$ cat src/rtl/mem_arb_pkg.sv
// Shared types and constants for the unified-memory arbiter.
// Imported by mem_arb_pick and mem_arbiter.
package mem_arb_pkg;

    localparam int DEF_ADDR_W = 6;
    localparam int DEF_DATA_W = 32;

    typedef enum logic [1:0] {
        IDLE   = 2'd0,
        ACCESS = 2'd1,
        RESP   = 2'd2
    } state_t;

    localparam logic PORT_IF = 1'b0;
    localparam logic PORT_DM = 1'b1;

endpackage

$ cat src/rtl/mem_arb_pick.sv
// Combinational winner selector for the fetch and data ports.
// Tie-break policy: fixed data priority, or round-robin when ARB_ROUND_ROBIN_EN is defined.
module mem_arb_pick
    import mem_arb_pkg::*;
(
    input  logic if_req,
    input  logic dm_req,
    input  logic last_winner,
    output logic grant_if,
    output logic grant_dm
);

`ifdef ARB_ROUND_ROBIN_EN
    // On a tie, the port that did not win last time gets the grant.
    always_comb begin
        grant_if = if_req & (~dm_req | (last_winner == PORT_DM));
        grant_dm = dm_req & (~if_req | (last_winner == PORT_IF));
    end
`else
    logic unused_last_winner;
    assign unused_last_winner = last_winner;

    always_comb begin
        grant_dm = dm_req;
        grant_if = if_req & ~dm_req;
    end
`endif

endmodule

$ cat src/rtl/mem_arbiter.sv
// Single-port memory arbiter between instruction fetch and data load/store.
// Define ARB_ROUND_ROBIN_EN for round-robin tie-breaking (default: data port wins ties).
module mem_arbiter
    import mem_arb_pkg::*;
#(
    parameter int ADDR_W = DEF_ADDR_W,
    parameter int DATA_W = DEF_DATA_W
) (
    input  logic              clk,
    input  logic              rst,
    input  logic              if_req,
    input  logic [ADDR_W-1:0] if_addr,
    output logic              if_gnt,
    output logic              if_rvalid,
    output logic [DATA_W-1:0] if_rdata,
    input  logic              dm_req,
    input  logic              dm_we,
    input  logic [ADDR_W-1:0] dm_addr,
    input  logic [DATA_W-1:0] dm_wdata,
    output logic              dm_gnt,
    output logic              dm_rvalid,
    output logic [DATA_W-1:0] dm_rdata,
    output logic              mem_en,
    output logic              mem_we,
    output logic [ADDR_W-1:0] mem_addr,
    output logic [DATA_W-1:0] mem_wdata,
    input  logic [DATA_W-1:0] mem_rdata,
    output logic              busy
);

    state_t              state_q, state_d;
    logic                winner_q;
    logic [ADDR_W-1:0]   mem_addr_q;
    logic                mem_we_q;
    logic [DATA_W-1:0]   mem_wdata_q;
    logic                last_winner;
    logic                grant_if, grant_dm;

`ifdef ARB_ROUND_ROBIN_EN
    logic last_winner_q;

    // Reset to DATA so the first tie after reset goes to fetch.
    always_ff @(posedge clk) begin
        if (rst) begin
            last_winner_q <= PORT_DM;
        end else if (dm_gnt) begin
            last_winner_q <= PORT_DM;
        end else if (if_gnt) begin
            last_winner_q <= PORT_IF;
        end
    end

    assign last_winner = last_winner_q;
`else
    assign last_winner = PORT_DM;
`endif

    mem_arb_pick u_pick (
        .if_req      (if_req),
        .dm_req      (dm_req),
        .last_winner (last_winner),
        .grant_if    (grant_if),
        .grant_dm    (grant_dm)
    );

    always_comb begin
        state_d = state_q;
        if_gnt  = 1'b0;
        dm_gnt  = 1'b0;
        case (state_q)
            IDLE: begin
                if_gnt = grant_if & ~rst;
                dm_gnt = grant_dm & ~rst;
                if (if_gnt | dm_gnt) begin
                    state_d = ACCESS;
                end
            end
            ACCESS:  state_d = mem_we_q ? IDLE : RESP;
            RESP:    state_d = IDLE;
            default: state_d = IDLE;
        endcase
    end

    always_ff @(posedge clk) begin
        if (rst) begin
            state_q     <= IDLE;
            winner_q    <= PORT_IF;
            mem_addr_q  <= '0;
            mem_we_q    <= 1'b0;
            mem_wdata_q <= '0;
        end else begin
            state_q <= state_d;
            if (dm_gnt) begin
                winner_q    <= PORT_DM;
                mem_addr_q  <= dm_addr;
                mem_we_q    <= dm_we;
                mem_wdata_q <= dm_wdata;
            end else if (if_gnt) begin
                winner_q    <= PORT_IF;
                mem_addr_q  <= if_addr;
                mem_we_q    <= 1'b0;
                mem_wdata_q <= '0;
            end
        end
    end

    // Gating with rst keeps a store from landing when reset hits its ACCESS cycle.
    assign mem_en    = (state_q == ACCESS) & ~rst;
    assign mem_we    = mem_we_q;
    assign mem_addr  = mem_addr_q;
    assign mem_wdata = mem_wdata_q;
    assign busy      = (state_q != IDLE);

    assign if_rvalid = (state_q == RESP) && (winner_q == PORT_IF);
    assign dm_rvalid = (state_q == RESP) && (winner_q == PORT_DM);
    assign if_rdata  = if_rvalid ? mem_rdata : '0;
    assign dm_rdata  = dm_rvalid ? mem_rdata : '0;

endmodule

$ cat config.mk
export PLATFORM = sky130hd
export DESIGN_NAME = mem_arbiter
export DESIGN_NICKNAME = d
export VERILOG_FILES = /design/src/rtl/mem_arb_pkg.sv /design/src/rtl/mem_arb_pick.sv /design/src/rtl/mem_arbiter.sv
export SDC_FILE = /design/constraint.sdc
export NUM_CORES = 1
export LEC_CHECK = 0
export BUFFER_PORTS_ARGS = -buffer_cell sky130_fd_sc_hd__buf_2
export CAP_MARGIN = 20
export CORE_MARGIN = 4
export CORE_UTILIZATION = 34
export CTS_CLUSTER_DIAMETER = 200
export DETAILED_ROUTE_END_ITERATION = 7
export HOLD_SLACK_MARGIN = 0.05
export PLACE_DENSITY = 0.77
export SLEW_MARGIN = 20
export SYNTH_ARGS = -nofsm -noshare
export SYNTH_HDL_FRONTEND = slang
export SYNTH_HIERARCHICAL = 1
export SYNTH_SLANG_ARGS = --single-unit
$ cat constraint.sdc
create_clock -name clk -period 1.71 [get_ports clk]
set_clock_uncertainty 0.2 [all_clocks]
set_input_delay 0.171 -clock clk [delete_from_list [all_inputs] [get_ports clk]]
set_output_delay 0.171 -clock clk [all_outputs]
set_load 0.05 [all_outputs]
==> summary.md, run 1 <==
| Metric | Value |
|---|---|
| R2R Setup Slk | -40 ps |
| DRT iter0 DRCs | 171 |
| Int Power | 1.70 mW |
| Final setup viols | 70 |
| GP Congestion | 0.905 |
| Clock share of power | 22.0% |
| Total power | 2.62 mW |
| Via/cell ratio | 5.14 |
| Root Driver | clkbuf_8 |
| Initial antenna violation count | 1 |
| DRT Pass-1 Iters | 5 |
| Layout cell share with drive strength beyond 1 | 59.7% |
| Area Growth Syn to Fin | 116% |
| Worst Hold Class | input port to flop |
| Worst setup EP type | output port |
| Clock buffer depth | 2 |
| Global-route wire length before repair | 14600 um |
| Crit path largest cell delay | 370 ps |
| Static leakage | 2.12 nW |
| Die area | 0.00743 sq mm |
| Dpl ws | -28.5 ps |
| Sw frac | 35.3% |
| HPWL Detailed | 5820 um |
| CTS Sinks | 42 |
| Startpoint types | flop |
| Sequential share of power | 40.7% |
| Worst reg-to-reg path cell count | 5 |
| # port buffers | 189 |
| Hold_sp | dm_addr[0] |
| Syn Inst Count | 264 |
| Initial Util | 35.1% |
| Crit path max-delay cell type | dfxtp_4 |
| Syn avg cell area | 7.87 sq um |
| WL/cell | 18.9 um |
| Slew margin rel. | 78.7% |
| CP Max Fanout | 16 |
| CTS tree | yes |
| CP arrival | 1490 ps |
| Synth warnings | 6 |
| Post-Syn Area | 0.00208 sq mm |
| DIE WIDTH | 86.2 um |
| Die Span Y | 86.2 um |
| Largest net degree at the start of global routing | 34 |
| Setup WS post-layout | -153 ps |
| Antenna-violating nets left | 0 |
| Crit path launch | state_q[0]$_SDFFE_PP0P_ |
| Power per cell area | 585 mW/mm^2 |
| I/O pin count | 190 |
| Vias in the first global route | 2846 |
| Net Count, Synth | 345 |
| # nets final | 577 |
| Fin crit share | 109% |
| Cell chain of the critical path | and3b_2, clkbuf_16, and2_1, buf_6 |
| Overall routed net length | 10800 um |
| Worst r2r src | state_q[0]$_SDFFE_PP0P_ |
| Status | complete, but fails checks |
| Via Count | 2942 |
| Maximum VDD drop | 0.518 mV |
| Fillers | 385 |
| DRC violations left | 0 |
| Worst Path Required | 1340 ps |
| CP Capture Point | dm_rdata[8] |
| Failing checks | setup timing |
| Switch Pwr | 0.926 mW |
| WHS | 64.4 ps |
| R2r endpoint | mem_addr[5]$_SDFFE_PP0P_ |
| Final Hold Vio Count | 0 |
| Total track usage | 24.6% |
| Tmin final | 1860 ps |
| Final Cell Area | 0.00449 sq mm |
| Max-cap violations | 0 |
| Final Max Slew Viols | 0 |
| Core area | 0.00592 sq mm |
| Deepest level of the CTS H-tree | 2 |
| Fmax | 537 MHz |
| Post-DP Area | 0.00320 sq mm |
| RSZ-0062 raised after global routing | yes |
| Measured slew at the worst slew-check pin | 319 ps |
| Cts bufs inserted | 5 |
| Std cell rows | 28 |
| Kind of critical path | flop to output port |
| Reg clk slew, reported paths | 70 ps |
| GR Overflow Total | 0 |
| Clock Latency Late Sink | 280 ps |
| Comb pwr share | 37.3% |
| Sum of negative setup slack | -7060 ps |
power groups by stage:
| stage | combinational [mW] | clock (mW) | sequential, mW |
|---|---|---|---|
| floorplan | 0.331 | 0 | 1.25 |
| finish | 0.979 | 0.578 | 1.07 |
| global route | 1.03 | 0.651 | 1.07 |
| CTS | 0.878 | 0.606 | 1.06 |
| detailed placement | 0.739 | 0 | 1.08 |
| global placement | 0.730 | 0 | 1.08 |
stage by stage:
step,util [%],instances
after floorplan,-,264
after global placement,54.1,518
after detailed placement,54.1,518
after CTS,70.8,569
after global routing,75.8,572
final,75.8,572
layout make-up:
class                   instances  area (sq um)  share of cell area [%]
clock buffers                   7          76.3                    1.70
multi-input cells             197          1300                    29.0
repair buffers                248          2150                    48.0
diodes                          1          2.50                  0.0558
flip-flops and latches         42           850                    18.9
inverters                       2          7.51                   0.167
well taps                      75          93.8                    2.09
flip-flops by register name, indices dropped and copies added (netlist names):
| register | cells |
|---|---|
| mem_addr | 6 |
| mem_we | 1 |
| mem_wdata | 32 |
| winner_q | 1 |
| state_q | 2 |
critical path: cells and delay by family (launching register included):
kind          cells  cell delay, ps
simple gates      2             480
flops             1             370
buf+inv           2             360
how the worst min path moves through the flow:
stage                                 endpoint  slack [ps]  cells past startpoint
finish                mem_addr[0]$_SDFFE_PP0P_          60                      3
floorplan            mem_wdata[0]$_SDFFE_PP0P_         110                      2
detailed placement  mem_wdata[12]$_SDFFE_PP0P_         220                      3
global placement    mem_wdata[27]$_SDFFE_PP0P_         210                      3
global route          mem_addr[0]$_SDFFE_PP0P_          90                      3
CTS                   mem_addr[0]$_SDFFE_PP0P_          50                      3
layout by cell type (no fill, tap or decap), drive strengths merged:
master and n:
a211oi 5, a21oi 38, a31o 1, a31oi 1, and2 65, and3b 1
buf 207, clkbuf 9, dfxtp 42, diode 1, dlygate4sd3 39, inv 2
mux2i 5, nand2 35, nand4b 1, nor2 3, nor2b 2, nor3 1
nor3b 2, nor4b 1, o21ai 34, or2 1, or3 1
per-layer routing:
layer | global-route usage (%) | part of all wire [%] | wire (um)
met1 | 26.8 | 36 | 3860
met2 | 46.0 | 53 | 5760
met3 | 6.46 | 8.8 | 955
met4 | 7.79 | 2.5 | 272
met5 | 0 | 0 | 0
timing repair:
action                                  CTS  global route
endpoints found under the setup margin   68           108
hold buffers                             39             0
setup buffers                             4             1
gates resized for setup                 152            98
cloned                                    1             1
endpoints found under the hold margin    37             0
pin swaps                                 0             2
No activity file was read; power rests on OpenSTA's default activity.
==> run 2: changes to the inputs <==
Settings changed: ABC_AREA set to 1.
==> run 2 against run 1 <==
Compared with the run above: the flow still finishes with violations (setup timing); flip-flop and latch count is the same; non-clock buffer count is 6 higher; clock-buffer cell count shrank 2; sequential power about the same; critical endpoint is now dm_rdata[30].
==> summary.md, run 2 <==
| Metric | Value |
|---|---|
| Vias in the first global route | 3180 |
| DRT iter0 DRCs | 80 |
| Core area | 0.00599 sq mm |
| Kind of critical path | flop to output port |
| Max reg flops | 32 |
| Failing checks | setup timing |
| DRT Pass-1 Iters | 4 |
| Antenna-violating nets left | 0 |
| CP arrival | 1460 ps |
| R2r endpoint | mem_wdata[8]$_SDFFE_PP0P_ |
| Cts bufs inserted | 5 |
| Post-Place Cells | 580 |
| Initial antenna violation count | 0 |
| Static leakage | 2.32 nW |
| Int Power | 1.71 mW |
| Initial Util | 35.4% |
| GP Congestion | 0.723 |
| Switch Pwr | 1.08 mW |
| DIE WIDTH | 87.0 um |
| Status | complete, but fails checks |
| Comb pwr share | 38.7% |
| CTS tree | yes |
| Via/cell ratio | 4.65 |
| Setup WS post-layout | -118 ps |
| Syn avg cell area | 6.55 sq um |
| Startpoint types | flop |
| Via Count | 2985 |
| Sw frac | 38.7% |
| Worst r2r src | state_q[1]$_SDFFE_PP0P_ |
| Layout cell share with drive strength beyond 1 | 53.6% |
| Root Driver | clkbuf_8 |
| Fin crit share | 107% |
| Worst Path Required | 1340 ps |
| Worst reg-to-reg path cell count | 7 |
| CP most frequent cell | inv_4 |
| GR Overflow Total | 0 |
| Leading cell type in the layout, fill and taps excluded | buf_2 |
| Post-Syn Area | 0.00212 sq mm |
| DRC violations left | 0 |
| WL/cell | 15.1 um |
| Area Growth Syn to Fin | 126% |
| CP Max Fanout | 14 |
| Final setup viols | 64 |
| Most frequent cells in the layout | buf_2 (121), nand2_1 (79), nor2_4 (66) |
| Worst setup EP type | output port |
| Syn Inst Count | 324 |
| CTS Sinks | 42 |
| Power per cell area | 583 mW/mm^2 |
| HPWL Detailed | 5960 um |
| Worst Hold Class | input port to flop |
| RSZ-0062 raised after global routing | yes |
| Std cell rows | 28 |
| Layout Cells excl Fill | 642 |
| Cell chain of the critical path | inv_4, nor3_4, inv_4, buf_12, nor2_4, buf_6 |
| Measured slew at the worst slew-check pin | 273 ps |
| Total power | 2.79 mW |
| Sequential share of power | 38.2% |
| I/O pin count | 190 |
| Synth warnings | 6 |
| Crit path launch | state_q[1]$_SDFFE_PP0P_ |
| Crit path largest cell delay | 360 ps |
| Overall routed net length | 9690 um |
| Reg clk slew, reported paths | 70 ps |
| # port buffers | 189 |
| Final Core Density | 80.0% |
| Final Max Slew Viols | 0 |
| Max-cap violations | 0 |
| Tmin final | 1830 ps |
| WHS | 42.1 ps |
| Die Span Y | 87.0 um |
| Die area | 0.00757 sq mm |
| Net Count, Synth | 405 |
| Clock share of power | 23.1% |
| Crit path max-delay cell type | dfxtp_4 |
| Deepest level of the CTS H-tree | 2 |
| Final Hold Vio Count | 0 |
| CP Capture Point | dm_rdata[30] |
| R2R Setup Slk | 110 ps |
| Clock Latency Late Sink | 290 ps |
| # diodes | 0 |
| Total track usage | 25.3% |
| Largest net degree at the start of global routing | 37 |
| Fmax | 547 MHz |
| Global-route wire length before repair | 15200 um |
| Maximum VDD drop | 0.679 mV |
| Slew margin rel. | 81.9% |
| # nets final | 647 |
| Clock buffer depth | 2 |
-- run 2: worst min path at each step --
stage / from / end / slack, ps / depth (start not counted)
5_1_grt: dm_addr[0] / mem_addr[0]$_SDFFE_PP0P_ / 70 / 5
6_report: if_addr[2] / mem_addr[2]$_SDFFE_PP0P_ / 40 / 5
2_1_floorplan: dm_wdata[0] / mem_wdata[0]$_SDFFE_PP0P_ / 120 / 2
3_5_place_dp: dm_wdata[26] / mem_wdata[26]$_SDFFE_PP0P_ / 230 / 3
4_1_cts: if_addr[2] / mem_addr[2]$_SDFFE_PP0P_ / 50 / 5
3_3_place_gp: dm_wdata[11] / mem_wdata[11]$_SDFFE_PP0P_ / 220 / 3
-- run 2: power by group through the flow --
stage / Sequential [mW] / Combinational [mW] / Clock [mW]
after CTS: 1.06 / 1.04 / 0.654
final: 1.07 / 1.08 / 0.644
after detailed placement: 1.09 / 0.870 / 0
after global routing: 1.07 / 1.15 / 0.680
after floorplan: 1.25 / 0.487 / 0
after global placement: 1.09 / 0.859 / 0
-- run 2: cell type report --
type | count | area [sq um]
repair buffers | 254 | 2140
multi-input cells | 208 | 1400
fillers | 384 | 1200
flip-flops and latches | 42 | 850
inverters | 55 | 221
well taps | 75 | 93.8
clock buffers | 5 | 68.8
clock inverters | 3 | 18.8
-- run 2: what timing repair did --
action,in CTS,in global routing
pin swaps,2,3
endpoints found under the setup margin,63,73
gates cloned,2,1
resized for setup,144,23
setup buffers,7,4
hold endpoints to repair,39,0
hold buffers,40,0
-- run 2: critical path, delay by kind of cell, from the launching register on --
| family | cells | cell delay (ps) |
|---|---|---|
| flip-flops | 1 | 360 |
| buffers and inverters | 4 | 480 |
| AND/OR/NAND/NOR | 2 | 310 |
-- run 2: routing by layer --
metal	vias to the layer above	global-route usage, %	routed length (um)
li1	1458	-	-
met1	1322	25.3	3180
met2	172	49.1	5300
met3	33	6.91	886
met4	0	9.07	326
met5	-	0	0
-- run 2: metrics by stage --
step / cell area (sq um) / TNS (ps) / worst slack, ps
final: 4790 / -5000 / -118
after global routing: 4790 / -9520 / -179
after CTS: 4660 / -5150 / -105
after detailed placement: 3620 / 0 / 67.0
after global placement: 3620 / 0 / 102
after floorplan: 2660 / -13940 / -270
==> run 3: changes to the inputs <==
Settings changed: CORE_ASPECT_RATIO set to 1.4, SKIP_LAST_GASP set to 1.
==> run 3 against run 2 <==
Compared with the run above: the flow still finishes with violations (setup timing); sequential share of layout area grew 0.44 points; via count up 1.4%; worst hold slack better by 10 ps; combinational power is essentially flat; register-to-register slack better by 20 ps; clock-buffer cell count is 1 higher; first-iteration DRC count fell by 24%; global-route usage up 1.5 points; final cell count down 1.7%; total power up 1.1%.
==> summary.md, run 3 (same netlist as run 2, synthesis figures left out) <==
| Metric | Value |
|---|---|
| Status | complete, but fails checks |
| Failing checks | setup timing |
| Startpoint types | flop |
| Deepest level of the CTS H-tree | 2 |
| Via Count | 3027 |
| DIE WIDTH | 74.8 um |
| Cell chain of the critical path | inv_4, nor3_4, inv_2, buf_12, nor2_4, buf_6 |
| Measured slew at the worst slew-check pin | 363 ps |
| Root Driver | clkbuf_8 |
| # port buffers | 189 |
| Std cell rows | 33 |
| Post-DP Area | 0.00364 sq mm |
| Bufs and invs on worst path | 4 |
| WHS Path Cells | 2 |
| HPWL Detailed | 6180 um |
| Final Cell Area | 0.00468 sq mm |
| Worst setup EP type | output port |
| Kind of critical path | flop to output port |
| Largest net degree at the start of global routing | 30 |
| Die Span Y | 101 um |
| Static leakage | 2.27 nW |
| Max reg flops | 32 |
| Critical path depth | 6 |
| Power per cell area | 604 mW/mm^2 |
| Delay-heaviest family, CP | buffers and inverters |
| Total track usage | 26.8% |
| Max-cap violations | 0 |
| Area Growth Syn to Fin | 120% |
| Initial Util | 35.7% |
| Setup WS post-layout | -122 ps |
| Final setup viols | 65 |
| WL/cell | 16.3 um |
| DRC violations left | 0 |
| Slew margin rel. | 75.8% |
| Crit path max-delay cell type | dfxtp_4 |
| DRT Pass-1 Iters | 4 |
| Worst reg-to-reg path cell count | 6 |
| Final Max Slew Viols | 0 |
| Fillers | 373 |
| Most frequent cells in the layout | buf_2 (123), nand2_1 (81), nor2_4 (66) |
| CTS tree | yes |
| # nets final | 641 |
| # diodes | 0 |
| RSZ-0062 raised after global routing | yes |
| Reg clk slew, reported paths | 90 ps |
| Layout cell share with drive strength beyond 1 | 52.6% |
| CTS Sinks | 42 |
| Die area | 0.00758 sq mm |
| Core area | 0.00595 sq mm |
| Sum of negative setup slack | -5760 ps |
| WHS | 52.2 ps |
| CP arrival | 1460 ps |
| Clock buffer depth | 2 |
| Tmin final | 1830 ps |
| DRT iter0 DRCs | 61 |
| Overall routed net length | 10300 um |
| Final Hold Vio Count | 0 |
| CP Max Fanout | 19 |
| I/O pin count | 190 |
| Worst Path Required | 1340 ps |
| Clock Latency Late Sink | 290 ps |
| GR Overflow Total | 0 |
| Worst Hold Class | input port to flop |
| Final Core Density | 78.6% |
| GP Congestion | 0.724 |
| Crit path largest cell delay | 380 ps |
| Initial antenna violation count | 3 |
| Fin crit share | 107% |
| Via/cell ratio | 4.80 |
| Maximum VDD drop | 0.642 mV |
| Antenna-violating nets left | 0 |
| Leading cell type in the layout, fill and taps excluded | buf_2 |
| Dpl ws | 89.5 ps |
| Cts bufs inserted | 5 |
| Vias in the first global route | 3156 |
| Fmax | 546 MHz |
| Global-route wire length before repair | 15600 um |
run 3: path summary, 6_finish.rpt:
path	start	end	slack (ps)
worst max-delay path	state_q[1]$_SDFFE_PP0P_	dm_rdata[29]	-120
worst min register to register	mem_we$_SDFFE_PP0P_	state_q[1]$_SDFFE_PP0P_	250
worst min-delay path	rst	mem_addr[2]$_SDFFE_PP0P_	50
worst max register to register	state_q[0]$_SDFFE_PP0P_	mem_wdata[18]$_SDFFE_PP0P_	130
run 3: metal layers:
metal	up-vias	track usage [%]	wire, um
li1	1441	-	-
met1	1361	27.8	3440
met2	191	49.4	5360
met3	28	8.54	1190
met4	6	9.18	251
met5	-	0	35
run 3: area by class of cell:
class	instances	area [sq um]	area share, %
timing repair buffer	248	2030	43.5
inverter	55	216	4.63
clock buffer	6	82.6	1.77
tap	70	87.6	1.87
sequential	42	850	18.2
clock inverter	2	11.3	0.241
multi-input combinational	208	1400	29.8
run 3: power breakdown:
part           internal [mW]  switching, mW  leakage [nW]
sequential              1.03         0.0381         0.344
clock                  0.326          0.361        0.0515
combinational          0.373          0.692          1.88
run 3: what timing repair did:
action | CTS | global route
pin swaps | 0 | 1
hold buffers | 40 | 0
hold endpoints to repair | 39 | 0
gates cloned | 0 | 1
resized for setup | 133 | 14
endpoints found under the setup margin | 66 | 66
setup buffers | 1 | 5
run 3: through the flow:
step / instances / total power [mW]
finish: 631 / 2.82
global route: 631 / 2.94
CTS: 625 / 2.76
detailed placement: 576 / 1.97
global placement: 576 / 1.96
floorplan: 324 / 1.74
